## config.mk

```make
export PLATFORM = sky130hd
export DESIGN_NAME = ifetch
export DESIGN_NICKNAME = d
export VERILOG_FILES = /design/src/rtl/rk16_pkg.sv /design/src/rtl/ifetch_fifo.sv /design/src/rtl/ifetch.sv
export SDC_FILE = /design/constraint.sdc
export NUM_CORES = 1
export LEC_CHECK = 0
export BUFFER_PORTS_ARGS = -buffer_cell sky130_fd_sc_hd__buf_2
export CAP_MARGIN = 30
export CORE_UTILIZATION = 60
export CTS_CLUSTER_SIZE = 40
export DETAILED_ROUTE_END_ITERATION = 7
export HOLD_SLACK_MARGIN = 0.05
export PLACE_DENSITY = 0.85
export SYNTH_ARGS = -nofsm -noshare
export SYNTH_HDL_FRONTEND = slang
export SYNTH_HIERARCHICAL = 1
export SYNTH_SLANG_ARGS = --single-unit
export TNS_END_PERCENT = 10
```

## constraint.sdc

```tcl
create_clock -name clk -period 17.3 [get_ports clk]
set_clock_uncertainty 0.15 [all_clocks]
set_input_delay 1.73 -clock clk [delete_from_list [all_inputs] [get_ports clk]]
set_output_delay 1.73 -clock clk [all_outputs]
set_load 0.01 [all_outputs]
```

## src/rtl/rk16_pkg.sv

```systemverilog
// Shared RK16 fetch-path types and constants.
package rk16_pkg;

   localparam int unsigned ADDR_W      = 16;
   localparam int unsigned INST_W      = 32;
   localparam int unsigned FETCH_DEPTH = 4;

   typedef logic [ADDR_W-1:0] addr_t;
   typedef logic [INST_W-1:0] inst_t;

   typedef struct packed {
      addr_t pc;
      inst_t inst;
   } fetch_entry_t;

   localparam addr_t RESET_PC_DEFAULT = ADDR_W'(0);

   // Counter width able to hold the values 0..depth inclusive.
   function automatic int unsigned cnt_w(input int unsigned depth);
      return $clog2(depth + 1);
   endfunction

endpackage

```

## src/rtl/ifetch_fifo.sv

```systemverilog
// Synchronous FIFO of fetch entries with flush; head reads as zero when empty.
module ifetch_fifo
   import rk16_pkg::*;
#(
   parameter int unsigned DEPTH = FETCH_DEPTH
) (
   input  logic                       clk,
   input  logic                       rst,
   input  logic                       push,
   input  logic                       pop,
   input  logic                       flush,
   input  fetch_entry_t               wr_entry,
   output fetch_entry_t               head,
   output logic [cnt_w(DEPTH)-1:0]    count
);

   localparam int unsigned PTR_W = (DEPTH > 1) ? $clog2(DEPTH) : 1;
   localparam int unsigned CNT_W = cnt_w(DEPTH);

   fetch_entry_t     mem [DEPTH];
   logic [PTR_W-1:0] rd_ptr;
   logic [PTR_W-1:0] wr_ptr;
   logic             do_push;
   logic             do_pop;

   assign do_pop  = pop && (count != '0);
   assign do_push = push && ((count != CNT_W'(DEPTH)) || do_pop);
   assign head    = (count != '0) ? mem[rd_ptr] : '0;

   // Storage needs no reset: the head is masked while empty.
   always_ff @(posedge clk) begin
      if (do_push && !flush) begin
         mem[wr_ptr] <= wr_entry;
      end
   end

   always_ff @(posedge clk or posedge rst) begin
      if (rst) begin
         rd_ptr <= '0;
         wr_ptr <= '0;
         count  <= '0;
      end else if (flush) begin
         rd_ptr <= '0;
         wr_ptr <= '0;
         count  <= '0;
      end else begin
         if (do_push) begin
            wr_ptr <= wr_ptr + PTR_W'(1);
         end
         if (do_pop) begin
            rd_ptr <= rd_ptr + PTR_W'(1);
         end
         count <= count + CNT_W'(do_push) - CNT_W'(do_pop);
      end
   end

endmodule

```

## src/rtl/ifetch.sv

```systemverilog
// RK16 instruction fetch: owns the PC, issues in-order memory reads, buffers
// returned words for decode and discards in-flight work on redirect.
module ifetch
   import rk16_pkg::*;
#(
   parameter int unsigned DEPTH    = FETCH_DEPTH,
   parameter addr_t       RESET_PC = RESET_PC_DEFAULT
) (
   input  logic  clk,
   input  logic  rst,
   output logic  imem_req_valid,
   input  logic  imem_req_ready,
   output addr_t imem_req_addr,
   input  logic  imem_rsp_valid,
   input  inst_t imem_rsp_data,
   output logic  id_valid,
   input  logic  id_ready,
   output inst_t id_inst,
   output addr_t id_pc,
   input  logic  redirect,
   input  addr_t redirect_pc
);

   localparam int unsigned CNT_W = cnt_w(DEPTH);

   addr_t            pc;
   logic [CNT_W-1:0] inflight;
   logic [CNT_W-1:0] drop;
   logic [CNT_W-1:0] occ;
   logic [CNT_W-1:0] aq_count;
   logic [CNT_W:0]   budget;
   logic             accept;
   logic             rsp_keep;
   logic             pop;
   fetch_entry_t     aq_wr;
   fetch_entry_t     aq_head;
   fetch_entry_t     rsp_entry;
   fetch_entry_t     buf_head;

   // Requests in flight plus buffered words never exceed the buffer size,
   // so every response is guaranteed a free slot.
   assign budget         = (CNT_W+1)'(inflight) + (CNT_W+1)'(occ);
   assign imem_req_valid = !rst && !redirect && (budget < (CNT_W+1)'(DEPTH));
   assign imem_req_addr  = pc;
   assign accept         = imem_req_valid && imem_req_ready;

   assign id_valid = (occ != '0) && !redirect;
   assign pop      = id_valid && id_ready;
   assign id_inst  = buf_head.inst;
   assign id_pc    = buf_head.pc;

   // A response with no queued address cannot be matched to a PC; ignore it.
   assign rsp_keep = imem_rsp_valid && (drop == '0) && !redirect && (aq_count != '0);

   assign aq_wr = '{pc: pc, inst: '0};

   always_comb begin
      rsp_entry      = aq_head;
      rsp_entry.inst = imem_rsp_data;
   end

   ifetch_fifo #(.DEPTH(DEPTH)) u_addr_q (
      .clk      (clk),
      .rst      (rst),
      .push     (accept),
      .pop      (rsp_keep),
      .flush    (redirect),
      .wr_entry (aq_wr),
      .head     (aq_head),
      .count    (aq_count)
   );

   ifetch_fifo #(.DEPTH(DEPTH)) u_buf (
      .clk      (clk),
      .rst      (rst),
      .push     (rsp_keep),
      .pop      (pop),
      .flush    (redirect),
      .wr_entry (rsp_entry),
      .head     (buf_head),
      .count    (occ)
   );

   // On redirect every still-outstanding response becomes one to drop.
   always_ff @(posedge clk or posedge rst) begin
      if (rst) begin
         pc       <= RESET_PC;
         inflight <= '0;
         drop     <= '0;
      end else begin
         if (redirect) begin
            pc <= redirect_pc;
         end else if (accept) begin
            pc <= pc + ADDR_W'(1);
         end
         inflight <= inflight + CNT_W'(accept) - CNT_W'(imem_rsp_valid);
         if (redirect) begin
            drop <= inflight - CNT_W'(imem_rsp_valid);
         end else if (imem_rsp_valid && (drop != '0)) begin
            drop <= drop - CNT_W'(1);
         end
      end
   end

endmodule

```

## Word level (Yosys, flattened, before mapping)

Memory sizes are Yosys's and may differ from the RTL's.
Cells that the tools add are included.

| storage, ports and cells | value |
|---|---|
| flip-flop bits (word level) | 36 |
| RAM bits | 256 |
| memories kept | 2 |

Memory list:

| name | depth | bits a word | rd ports | clocked after Yosys merged registers in | write ports | RTL line | text |
|---|---|---|---|---|---|---|---|
| u_buf.mem | 4 | 48 | 1 | 0 | 1 | ifetch_fifo.sv:20 | `fetch_entry_t mem [DEPTH];` |
| u_addr_q.mem | 4 | 16 | 1 | 0 | 1 | ifetch_fifo.sv:20 |  |

| cells by class | value |
|---|---|
| $add $sub $neg | 14 |
| magnitude comparators | 1 |
| eq/ne operators | 2 |
| multiplexer cells | 20 |
| reduce and logical (&&, ||, !) cells | 29 |

Operators with widths:

| kind | count |
|---|---|
| two-way mux 48 bit | 2 |
| two-way mux 16 bit | 2 |
| adder 16 x 1 -> 16 bit (second input constant) | 1 |
| two-way mux 2 bit | 8 |
| logical AND 1 bit | 15 |
| two-way mux 3 bit | 4 |
| nonzero test 2 bit | 6 |
| subtractor 3 x 1 -> 3 bit | 4 |
| adder 3 x 1 -> 3 bit | 3 |
| nonzero test 3 bit | 3 |
| adder 2 x 1 -> 2 bit (second input constant) | 4 |
| != test 3 bit (second input constant) | 2 |
| adder 3 x 3 -> 4 bit | 1 |
| < comparator 4 x 3 -> 1 bit (second input constant) | 1 |
| two-way mux 1 bit | 4 |
| zero test 3 bit | 1 |
| subtractor 3 x 1 -> 3 bit (second input constant) | 1 |
| zero test 1 bit | 2 |
| logical OR 1 bit | 2 |

## Depth between registers and ports, before layout

Gate-level depths: netlist of the first run.

| depth | value |
|---|---|
| depth after elaboration | 10 |
| gate-level depth with buffers | 14 |
| gate-level depth less buffers | 14 |

## By module

Netlist of the first run, hierarchy kept.

Modules (own cells, without submodules):

| module | instances | cells an instance | area an instance (µm²) |
|---|---|---|---|
| ifetch_fifo at u_addr_q | 1 | 353 | 7733.7 |
| ifetch_fifo at u_buf | 1 | 352 | 7728.7 |
| ifetch | 1 | 151 | 1457.6 |

## Worst setup path after synthesis of the first run

OpenSTA, ideal clock, no wires.

| timing path | value |
|---|---|
| path kind | in2reg |
| from | in redirect |
| to | mem u_buf/mem[0][0] in the netlist's numbering (enable) |
| setup time | 523 ps |
| arrival | 6580 ps |
| path slack | 10047 ps |
| cell stages on the path | 6 |
| buffers on the path | 2 |
| cells stage by stage | buf_6 -> clkbuf_1 -> nor4b_1 -> o41a_1 -> inv_1 -> nor3b_1 |

| between the ends | value |
|---|---|
| elaborated cells on any way between the ends | 11 |
| those cells by class | mux: 2; reduce/logical: 9 |

RTL lines:

| item | RTL line | text |
|---|---|---|
| from (decl) | ifetch.sv:20 | `input logic redirect,` |
| zero test 1 bit | ifetch.sv:53 | `assign rsp_keep = imem_rsp_valid && (drop == '0) && !redirect && (aq_count != '0);` |
| logical AND 1 bit (2 in series) | ifetch.sv:53 |  |
| via rsp_keep | ifetch.sv:33 | `logic rsp_keep;` |
| logical AND 1 bit | ifetch_fifo.sv:27 | `assign do_push = push && ((count != CNT_W'(DEPTH)) \|\| do_pop);` |
| logical AND 1 bit | ifetch_fifo.sv:32 | `if (do_push && !flush) begin` |
| two-way mux 1 bit | ifetch_fifo.sv:32 |  |
| two-way mux 1 bit (implied by the code) | ifetch_fifo.sv:33 | `mem[wr_ptr] <= wr_entry;` |
| to (decl) | ifetch_fifo.sv:20 |  |

The timed path passes the listed nets, and every way through them passes these cells.

## Worst setup path after layout of the first run

| timing path | value |
|---|---|
| from | in redirect |
| to | out imem_req_valid |

| between the ends | value |
|---|---|
| longest elaborated chain between the ends | 3 |

RTL lines:

| item | RTL line | text |
|---|---|---|
| zero test 1 bit | ifetch.sv:43 | `assign imem_req_valid = !rst && !redirect && (budget < (CNT_W+1)'(DEPTH));` |
| logical AND 1 bit (2 in series) | ifetch.sv:43 |  |
| to (decl) | ifetch.sv:11 | `output logic imem_req_valid,` |

No other way between the ends.

==> results of run 1 <==
==> area by class of cell <==
cell class              instances  area, um2  area share [%]
multi-input cells             302       3230            23.1
clock inverters                20        229            1.64
well taps                     265        332            2.38
flip-flops and latches        292       8590            61.6
repair buffers                129        731            5.24
inverters                      26       97.6           0.700
clock buffers                  32        737            5.28
==> state kept, by name, indices dropped and copies added, names as in the netlist <==
register and count:
u_buf/mem 192, u_addr_q/mem 64, imem_req_addr 16, drop 3, inflight 3, u_addr_q/count 3, u_buf/count 3, u_addr_q/rd_ptr 2
u_addr_q/wr_ptr 2, u_buf/rd_ptr 2, u_buf/wr_ptr 2
==> layout by cell type, fill, tap and decap left out, types with 4 or more instances in the layout <==
cell       count
a221o_1       11
ha_1          21
o21bai_1       5
nor3_1         9
dfrtp_1       34
clkbuf_16     29
nand4_1        5
mux4_2        64
edfxtp_1     256
o21ai_0        6
inv_1         24
xor2_1         5
bufinv_16      5
nand2b_1       5
buf_2        119
buf_4          7
nand3_1        9
nor3b_2        4
nor2b_1       67
clkinv_2       5
a21o_1         5
nand2_1       13
mux2i_1        5
xnor2_1        6
clkinv_1       6
nor4_1         4
and3_1         5
and2_1         7
nor2_1        13
==> worst paths after layout <==
path                           startpoint                end  slack, ns
min                           inflight[0]        inflight[0]       0.39
min reg2reg                   inflight[0]        inflight[0]       0.39
max in group asynchronous             rst  imem_req_addr[14]      15.69
max reg2reg                u_buf/count[1]  u_addr_q/count[2]      13.54
min in group asynchronous             rst            drop[1]       0.95
max                              redirect     imem_req_valid      12.49
==> stage by stage <==
stage          util, %  hold slack (ns)  cell area [um2]  power [W]  setup slack [ns]
6_report          71.0            0.388            13900    0.00153             12.49
5_1_grt           71.0            0.415            13900    0.00158             12.28
4_1_cts           70.8            0.396            13900    0.00154             12.31
3_5_place_dp      65.9            0.382            13000   0.000905             11.78
3_3_place_gp      65.6            0.363            12900   0.000896             11.97
2_1_floorplan        -            0.351            12100   0.000871             10.05
==> layer usage <==
metal | global-route usage [%] | vias up
met5 | 0 | -
met4 | 6.89 | 0
met3 | 3.41 | 37
met2 | 43.3 | 298
met1 | 32.2 | 3241
li1 | - | 2806
==> where the power goes <==
part / total [W] / leakage, nW / internal, W / switching [W]
Clock: 0.000635 / 0.466 / 0.000380 / 0.000254
Sequential: 0.000806 / 2.82 / 0.000786 / 0.0000203
Combinational: 0.0000857 / 1.71 / 0.0000376 / 0.0000480
==> worst max-delay path: cells and delay by family <==
| family | cells | cell delay, ns |
|---|---|---|
| buffers and inverters | 2 | 0.51 |
| AND/OR/NAND/NOR | 2 | 0.66 |
==> reports/results.tsv, run 1 <==
stage	metric	value	unit
logic_synthesis	avgSynthCellArea	18.4	um2
setup_path	cp_slowest_cell	nor4_4	
timing	maxSlewHeadroom	39.1	%
clock_network	clockBufferDepth	3	
global_route	grt_pass1_wl	37500	um
timing	fin_crit_sh	27.8	%
floorplan	boundaryPins	120	
clock_network	cts_max_level	1	
global_route	antenna_found_initial	0	
routing	routed_wl	24700	um
worst_hold_path	holdPathStages	1	
final_layout	area_delta_synth_final	15.1	%
clock_network	postCtsHoldBufs	0	
timing	slew_violations	0	
routing	m1WireLength	9360	um
routing	post-route-drc-count	0	
floorplan	die_w	144	um
power_and_ir_drop	ir_drop	0.0681	mV
outcome	status	finished, final reports clean	
clock_network	ctsResizeCount	0	
floorplan	initial_core_util	61.6	%
routing	dr_wl_met3	1660	um
run	maxCapViolations	0	
setup_path	slowest_delay	0.45	ns
final_layout	num_antenna_cells	0	
clock_network	cts_root_buf	clkbuf_16	
final_layout	final_cells	1066	
final_layout	nNetsFinal	858	
setup_path	reg2reg_depth	13	
setup_path	start_kind	input pin	
routing	drt_iter0_drc	442	
placement	dp_hpwl	13900	um
logic_synthesis	synth_cells	657	
floorplan	core_area	0.0197	mm2
floorplan	num_rows	51	
routing	wl_per_cell	23.1	um
global_route	grt_max_degree	51	
logic_synthesis	netlist_area	0.0121	mm2
setup_path	cp.required	15.42	ns
routing	wl_met2	13100	um
clock_network	post_cts_buffers	0	
logic_synthesis	synth_fp_nets	735	
floorplan	die_h	144	um
setup_path	path_cells	buf_2 -> nor4_4 -> and3_1 -> buf_2	
setup_path	end_kind	output pin	
timing	worst_pin_slew	0.913	ns
final_layout	fillCellCount	1217	
clock_network	cts.reportedPaths.clkPinSlew	0.06	ns
routing	first_pass_iters	5	
timing	max_freq	0.208	GHz
clock_network	clock_latency	0.54	ns
routing	top_layer_used	met4	
global_route	grt_usage	24.6	%
power_and_ir_drop	p_per_area	109	mW/mm2
routing	num_vias	6382	
power_and_ir_drop	power_leakage	4.99	nW
global_route	grt_pass1_vias	6609	
timing	finalSetupTns	0	ns
final_layout	drive_gt1_share	31.6	%
timing	rsz0062_at_grt	false	
clock_network	numCtsBuffers	29	
setup_path	crit_top_cell	buf_2	
timing	layout_min_cycle_time	4.81	ns
logic_synthesis	yosys_warnings	6	
placement	gp_congestion	0.794	
timing	hold_viol_final	0	
worst_hold_path	hold_path_class	reg -> reg	
placement	place_inst	1013	
clock_network	cts_tree	yes	
floorplan	die-area	0.0208	mm2
timing	setup_viol	0	
setup_path	path_class	in -> out	
clock_network	clock-sinks	292	
placement	port_buffers	119	
setup_path	path_max_fanout	50	
routing	vias_per_cell	5.99	
global_route	overflow	0	
setup_path	crit_arrival	2.93	ns
routing	ant_nets	0	
Note: power is estimated with default switching activity, not from simulation.
==> run 2, diff against run 1 <==
--- a/config.mk
+++ b/config.mk
@@ -5,13 +5,14 @@
 export SDC_FILE = /design/constraint.sdc
 export NUM_CORES = 1
 export LEC_CHECK = 0
+export ABC_AREA = 1
 export BUFFER_PORTS_ARGS = -buffer_cell sky130_fd_sc_hd__buf_2
 export CAP_MARGIN = 30
-export CORE_UTILIZATION = 60
+export CORE_UTILIZATION = 56
 export CTS_CLUSTER_SIZE = 40
 export DETAILED_ROUTE_END_ITERATION = 7
 export HOLD_SLACK_MARGIN = 0.05
-export PLACE_DENSITY = 0.85
+export PLACE_DENSITY = 0.83
 export SYNTH_ARGS = -nofsm -noshare
 export SYNTH_HDL_FRONTEND = slang
 export SYNTH_HIERARCHICAL = 1
==> constraint.sdc (replaced) <==
create_clock -name clk -period 4.2 [get_ports clk]
set_clock_uncertainty 0.15 [all_clocks]
set_input_delay 0.42 -clock clk [delete_from_list [all_inputs] [get_ports clk]]
set_output_delay 0.42 -clock clk [all_outputs]
set_load 0.01 [all_outputs]
==> run 2 against run 1 <==
Compared with the run above:
- routed wire length rose by 17%
- sequential share of layout area fell by 6.1 points
- synthesized cell count rose by 100%
- worst setup slack got worse by 12 ns
- first-iteration DRC count rose by 98%
- highest routed layer unchanged
- clock power rose to 4.3 times the previous value
- global-route usage fell by 0.21 points
- utilization fell by 3.3 points
- sequential power rose to 4.1 times the previous value
==> reports/results.tsv, run 2 <==
stage	metric	value	unit
final_layout	nNetsFinal	1545	
final_layout	final_util	67.7	%
clock_network	numCtsBuffers	29	
clock_network	ctsResizeCount	0	
setup_path	cp_slowest_cell	dfrtp_2	
placement	port_buffers	119	
setup_path	crit_top_cell	nand2_1	
logic_synthesis	netlist_area	0.0132	mm2
final_layout	num_antenna_cells	0	
timing	rsz0062_at_grt	false	
global_route	overflow	0	
floorplan	die_w	155	um
final_layout	register_area	0.00859	mm2
routing	first_pass_iters	6	
clock_network	cts_max_level	1	
floorplan	initial_core_util	57.6	%
floorplan	num_rows	55	
final_layout	largest_reg_flops	192	
logic_synthesis	synth_cells	1312	
setup_path	start_kind	flip-flop	
clock_network	clockBufferDepth	3	
routing	routed_wl	28800	um
clock_network	post_cts_buffers	0	
routing	drt_iter0_drc	874	
routing	post-route-drc-count	0	
floorplan	die-area	0.0241	mm2
outcome	status	finished, final reports clean	
floorplan	core_area	0.0228	mm2
global_route	grt_pass1_vias	9392	
clock_network	clock_latency	0.56	ns
floorplan	boundaryPins	120	
power_and_ir_drop	p_per_area	418	mW/mm2
final_layout	largest-register	u_buf/mem	
global_route	grt_pass1_wl	46100	um
final_layout	layout.cells.most_common	nand2_1	
timing	layout_min_cycle_time	3.45	ns
timing	setup_slack	0.748	ns
floorplan	die_h	155	um
final_layout	multi_input_area	0.00351	mm2
clock_network	clock-sinks	292	
final_layout	area_delta_synth_final	17.5	%
setup_path	end_kind	output pin	
clock_network	postCtsHoldBufs	49	
setup_path	cp.required	3.63	ns
setup_path	path_max_fanout	62	
run	maxCapViolations	0	
routing	num_vias	9443	
clock_network	cts_root_buf	clkbuf_16	
routing	ant_nets	0	
global_route	grt_usage	24.4	%
placement	dp_hpwl	16700	um
timing	setup_viol	0	
timing	max_freq	0.290	GHz
routing	wl_per_cell	16.0	um
setup_path	path_class	reg -> out	
logic_synthesis	avgSynthCellArea	10.0	um2
timing	hold_viol_final	0	
clock_network	cts.reportedPaths.clkPinSlew	0.06	ns
clock_network	cts_tree	yes	
global_route	grt_max_degree	63	
final_layout	most-common-layout-cells	nand2_1, edfxtp_1, inv_1, buf_2, nand3_1	
placement	gp_congestion	0.852	
routing	vias_per_cell	5.24	
logic_synthesis	yosys_warnings	6	
final_layout	drive_gt1_share	14.0	%
global_route	antenna_found_initial	0	
setup_path	slowest_delay	0.86	ns
final_layout	fillCellCount	1560	
logic_synthesis	synth_fp_nets	1390	
placement	dpl_worst_slack	0.884	ns
timing	worst_pin_slew	0.966	ns
timing	fin_crit_sh	82.2	%
timing	fin_hold_ws	0.123	ns
power_and_ir_drop	power_leakage	6.90	nW
worst_hold_path	hold_path_class	in -> reg	
timing	maxSlewHeadroom	35.5	%
power_and_ir_drop	ir_drop	0.324	mV
setup_path	path_cells	buf_4 -> nand2_1 -> nand2_1 -> nand2_1 -> a21oi_1 -> buf_2	
setup_path	crit_arrival	2.88	ns
timing	slew_violations	0	
[run 2: metrics by stage]
stage,total power (W),TNS [ns],cells,area (um2)
6_report,0.00647,0,1803,15500
3_5_place_dp,0.00378,0,1700,14000
2_1_floorplan,0.00362,-25.65,1312,13200
5_1_grt,0.00669,0,1803,15500
4_1_cts,0.00650,0,1803,15500
3_3_place_gp,0.00375,0,1700,14000
[run 2: worst paths after layout]
kind	from	end	slack, ns	cells past startpoint
max	u_buf/rd_ptr[0]	id_pc[12]	0.75	6
min	imem_rsp_valid	drop[2]	0.12	4
max reg2reg	u_buf/count[1]	u_buf/mem[2][33]	1.09	7
min reg2reg	inflight[1]	inflight[2]	0.38	1
max in group asynchronous	rst	imem_req_addr[0]	3.34	4
min in group asynchronous	rst	u_buf/count[1]	0.22	3
[run 2: report_power, final]
part	internal, W	switching (W)	total [W]
Sequential	0.00324	0.0000975	0.00334
Combinational	0.000175	0.000248	0.000423
Clock	0.00160	0.00110	0.00271
Total	0.00502	0.00145	0.00647
[run 2: final cells by class]
class / count / area share [%]
sequential: 292 / 55.5
multi-input combinational: 768 / 22.7
timing repair buffer: 189 / 8.12
clock buffer: 31 / 4.80
inverter: 187 / 4.57
tap: 313 / 2.53
clock inverter: 23 / 1.75
[run 2: layer usage]
| layer | global-route usage [%] | vias up | share of wire (%) |
|---|---|---|---|
| li1 | - | 4535 | - |
| met1 | 29.9 | 4420 | 40 |
| met2 | 43.9 | 431 | 51 |
| met3 | 3.26 | 57 | 6.5 |
| met4 | 9.34 | 0 | 2.5 |
| met5 | 0 | - | 0 |
[run 2: worst max-delay path, delay by kind of cell (launching register included)]
kind | cells | cell delay (ns)
AND/OR/NAND/NOR | 3 | 0.30
buffers and inverters | 2 | 0.86
flip-flops | 1 | 0.86
AO/OA/AOI/OAI | 1 | 0.27
==> run 3, diff against run 2 <==
--- a/config.mk
+++ b/config.mk
@@ -5,14 +5,14 @@
 export SDC_FILE = /design/constraint.sdc
 export NUM_CORES = 1
 export LEC_CHECK = 0
-export ABC_AREA = 1
+export ABC_AREA = 0
 export BUFFER_PORTS_ARGS = -buffer_cell sky130_fd_sc_hd__buf_2
 export CAP_MARGIN = 30
-export CORE_UTILIZATION = 56
+export CORE_UTILIZATION = 60
 export CTS_CLUSTER_SIZE = 40
 export DETAILED_ROUTE_END_ITERATION = 7
 export HOLD_SLACK_MARGIN = 0.05
-export PLACE_DENSITY = 0.83
+export PLACE_DENSITY = 0.85
 export SYNTH_ARGS = -nofsm -noshare
 export SYNTH_HDL_FRONTEND = slang
 export SYNTH_HIERARCHICAL = 1
==> constraint.sdc (replaced) <==
create_clock -name clk -period 3.45 [get_ports clk]
set_clock_uncertainty 0.15 [all_clocks]
set_input_delay 0.345 -clock clk [delete_from_list [all_inputs] [get_ports clk]]
set_output_delay 0.345 -clock clk [all_outputs]
set_load 0.01 [all_outputs]
==> run 3 against run 2 <==
Compared with the run above:
- routed wire length down 14%
- worst hold slack better by 0.017 ns
- cell count is 37% lower
==> reports/results.tsv, run 3 (same netlist as run 1, synthesis figures left out) <==
stage	metric	value	unit
outcome	status	finished, final reports clean	
floorplan	num_rows	51	
timing	setup_viol	0	
routing	first_pass_iters	6	
timing	rsz0062_at_grt	false	
final_layout	largest_reg_flops	192	
clock_network	cts.reportedPaths.clkPinSlew	0.06	ns
worst_hold_path	hold_path_class	in -> reg	
power_and_ir_drop	netSwitchingFraction	22.0	%
final_layout	largest-register	u_buf/mem	
floorplan	core_area	0.0197	mm2
setup_path	start_kind	flip-flop	
setup_path	path_delay_family	adder cells	
power_and_ir_drop	p_per_area	511	mW/mm2
power_and_ir_drop	p_comb_share	6.7	%
setup_path	reg2reg_depth	13	
final_layout	drive_gt1_share	29.7	%
setup_path	crit_arrival	3.46	ns
global_route	overflow	0	
floorplan	die_w	144	um
power_and_ir_drop	p_int	0.00575	W
global_route	grt_max_degree	51	
final_layout	multi_input_area	0.00326	mm2
worst_hold_path	hold_end	u_addr_q/rd_ptr[0]	
setup_path	crit-reg2reg-launch	u_buf/count[1]	
floorplan	die_h	144	um
final_layout	fillCellCount	1157	
setup_path	path_max_fanout	7	
clock_network	clock_latency	0.54	ns
power_and_ir_drop	power_leakage	5.23	nW
routing	vias_per_cell	5.89	
routing	ant_nets	0	
clock_network	cts_root_buf	clkbuf_16	
placement	dp_hpwl	13900	um
power_and_ir_drop	p_sw	0.00162	W
clock_network	clockBufferDepth	3	
worst_hold_path	hold_start	redirect	
floorplan	die-area	0.0208	mm2
timing	maxSlewHeadroom	45.7	%
power_and_ir_drop	power.total	0.00738	W
clock_network	numCtsBuffers	29	
timing	finalSetupTns	0	ns
floorplan	initial_core_util	61.6	%
final_layout	area_delta_synth_final	19.3	%
setup_path	slowest_delay	0.50	ns
power_and_ir_drop	ir_drop	0.400	mV
global_route	grt_pass1_vias	6902	
timing	slew_violations	0	
routing	wl_per_cell	22.0	um
placement	gp_congestion	0.823	
global_route	antenna_found_initial	0	
run	maxCapViolations	0	
worst_hold_path	holdPathStages	3	
final_layout	register_area	0.00859	mm2
setup_path	r2r_slack	0.26	ns
global_route	grt_usage	24.9	%
timing	fin_hold_ws	0.140	ns
power_and_ir_drop	seqPwrFrac	54.8	%
timing	fin_crit_sh	92.4	%
final_layout	final_util	73.5	%
final_layout	most-common-layout-cells	edfxtp_1, buf_2, nor2b_1, mux4_2, dlygate4sd3_1	
setup_path	path_class	reg -> reg	
setup_path	crit_top_cell	inv_1	
routing	num_vias	6634	
timing	layout_min_cycle_time	3.19	ns
routing	routed_wl	24800	um
timing	worst_pin_slew	0.814	ns
power_and_ir_drop	power_frac_clock	38.5	%
placement	port_buffers	119	
clock_network	clock-sinks	292	
final_layout	nNetsFinal	920	
final_layout	final_cells	1127	
global_route	grt_pass1_wl	38000	um
setup_path	r2r-end	u_buf/count[2]	
clock_network	post_cts_buffers	0	
setup_path	crit_buf_inv	3	
routing	post-route-drc-count	0	
routing	drt_iter0_drc	473	
timing	hold_viol_final	0	
timing	max_freq	0.314	GHz
setup_path	cp_slowest_cell	dfrtp_1	
final_layout	num_antenna_cells	0	
clock_network	cts_tree	yes	
setup_path	end_kind	flip-flop	
floorplan	boundaryPins	120	
clock_network	cts_max_level	1	
setup_path	cp.required	3.72	ns
final_layout	layout.cells.most_common	edfxtp_1	
placement	place_inst	1026	
setup_path	path_cells	nor3_1 -> nor2_1 -> and2_1 -> o41a_1 -> inv_1 -> ha_1 -> inv_1 -> ha_1 -> inv_1 -> fa_1 -> xnor2_1 -> xnor2_1 -> nor2_1	
==> run 3: cell count changes in the layout (fill, tap and decap cells not counted), moves of 6 or more <==
cell      previous run  this run
clkbuf_1             1        14
nor2b_1              0        67
a21oi_1             66         3
nand2_1            483        13
inv_1              179        24
mux4_2               0        64
nand4_1             12         5
nand3_1            111         9
and2_1               0         7
a221o_1              0        11
nor3_1               3         9
clkinv_2             7         1
nor2_1              39        13
==> run 3: metal layers <==
metal / global-route usage [%] / up-vias / part of all wire, %
li1: - / 2930 / -
met1: 30.4 / 3372 / 38
met2: 45.7 / 287 / 54
met3: 4.04 / 45 / 5.9
met4: 6.77 / 0 / 2.3
met5: 0 / - / 0
==> run 3: how the worst max path moves through the flow <==
stage                     slack [ns]  cells past startpoint           endpoint            from
after floorplan                0.008                      6    u_buf/mem[0][0]        redirect
after global placement          0.41                     13  u_addr_q/count[2]  u_buf/count[1]
after detailed placement        0.28                     13  u_addr_q/count[2]  u_buf/count[1]
after CTS                       0.25                     13  u_addr_q/count[2]  u_buf/count[1]
after global routing            0.02                     13     u_buf/count[2]  u_buf/count[1]
final                           0.26                     13     u_buf/count[2]  u_buf/count[1]
==> run 3: cell type report <==
class	instances	area share, %
Clock inverter	7	0.355
Timing Repair Buffer	191	9.16
Clock buffer	44	5.48
Tap cell	265	2.29
Sequential cell	292	59.5
Inverter	26	0.676
Multi-Input combinational cell	302	22.6
==> run 3: through the flow <==
stage | worst slack, ns | instance area (um2)
2_1_floorplan | 0.00787 | 12200
3_3_place_gp | 0.410 | 13100
3_5_place_dp | 0.280 | 13100
4_1_cts | 0.251 | 14400
5_1_grt | 0.0233 | 14400
6_report | 0.261 | 14400
==> run 3: worst reg2reg max path, delay by kind of cell, from the launching register on <==
family	cells	cell delay [ns]
AOI/OAI and AO/OA	1	0.48
xor gates and xnor gates	2	0.35
adders and majority gates	3	0.80
buffers and inverters	3	0.23
DFF	1	0.50
and+or+nand+nor	4	0.57
==> run 3: timing repair <==
| action | in CTS | in global routing |
|---|---|---|
| gates resized for setup | 0 | 0 |
| hold buffers | 50 | 0 |
| hold endpoints to repair | 181 | 0 |
==> run 3: power by group through the flow <==
stage,registers (W),logic (W),clock network [W]
3_5_place_dp,0.00411,0.000448,0
4_1_cts,0.00404,0.000499,0.00288
2_1_floorplan,0.00409,0.000280,0
6_report,0.00404,0.000496,0.00284
3_3_place_gp,0.00410,0.000406,0
5_1_grt,0.00405,0.000551,0.00301
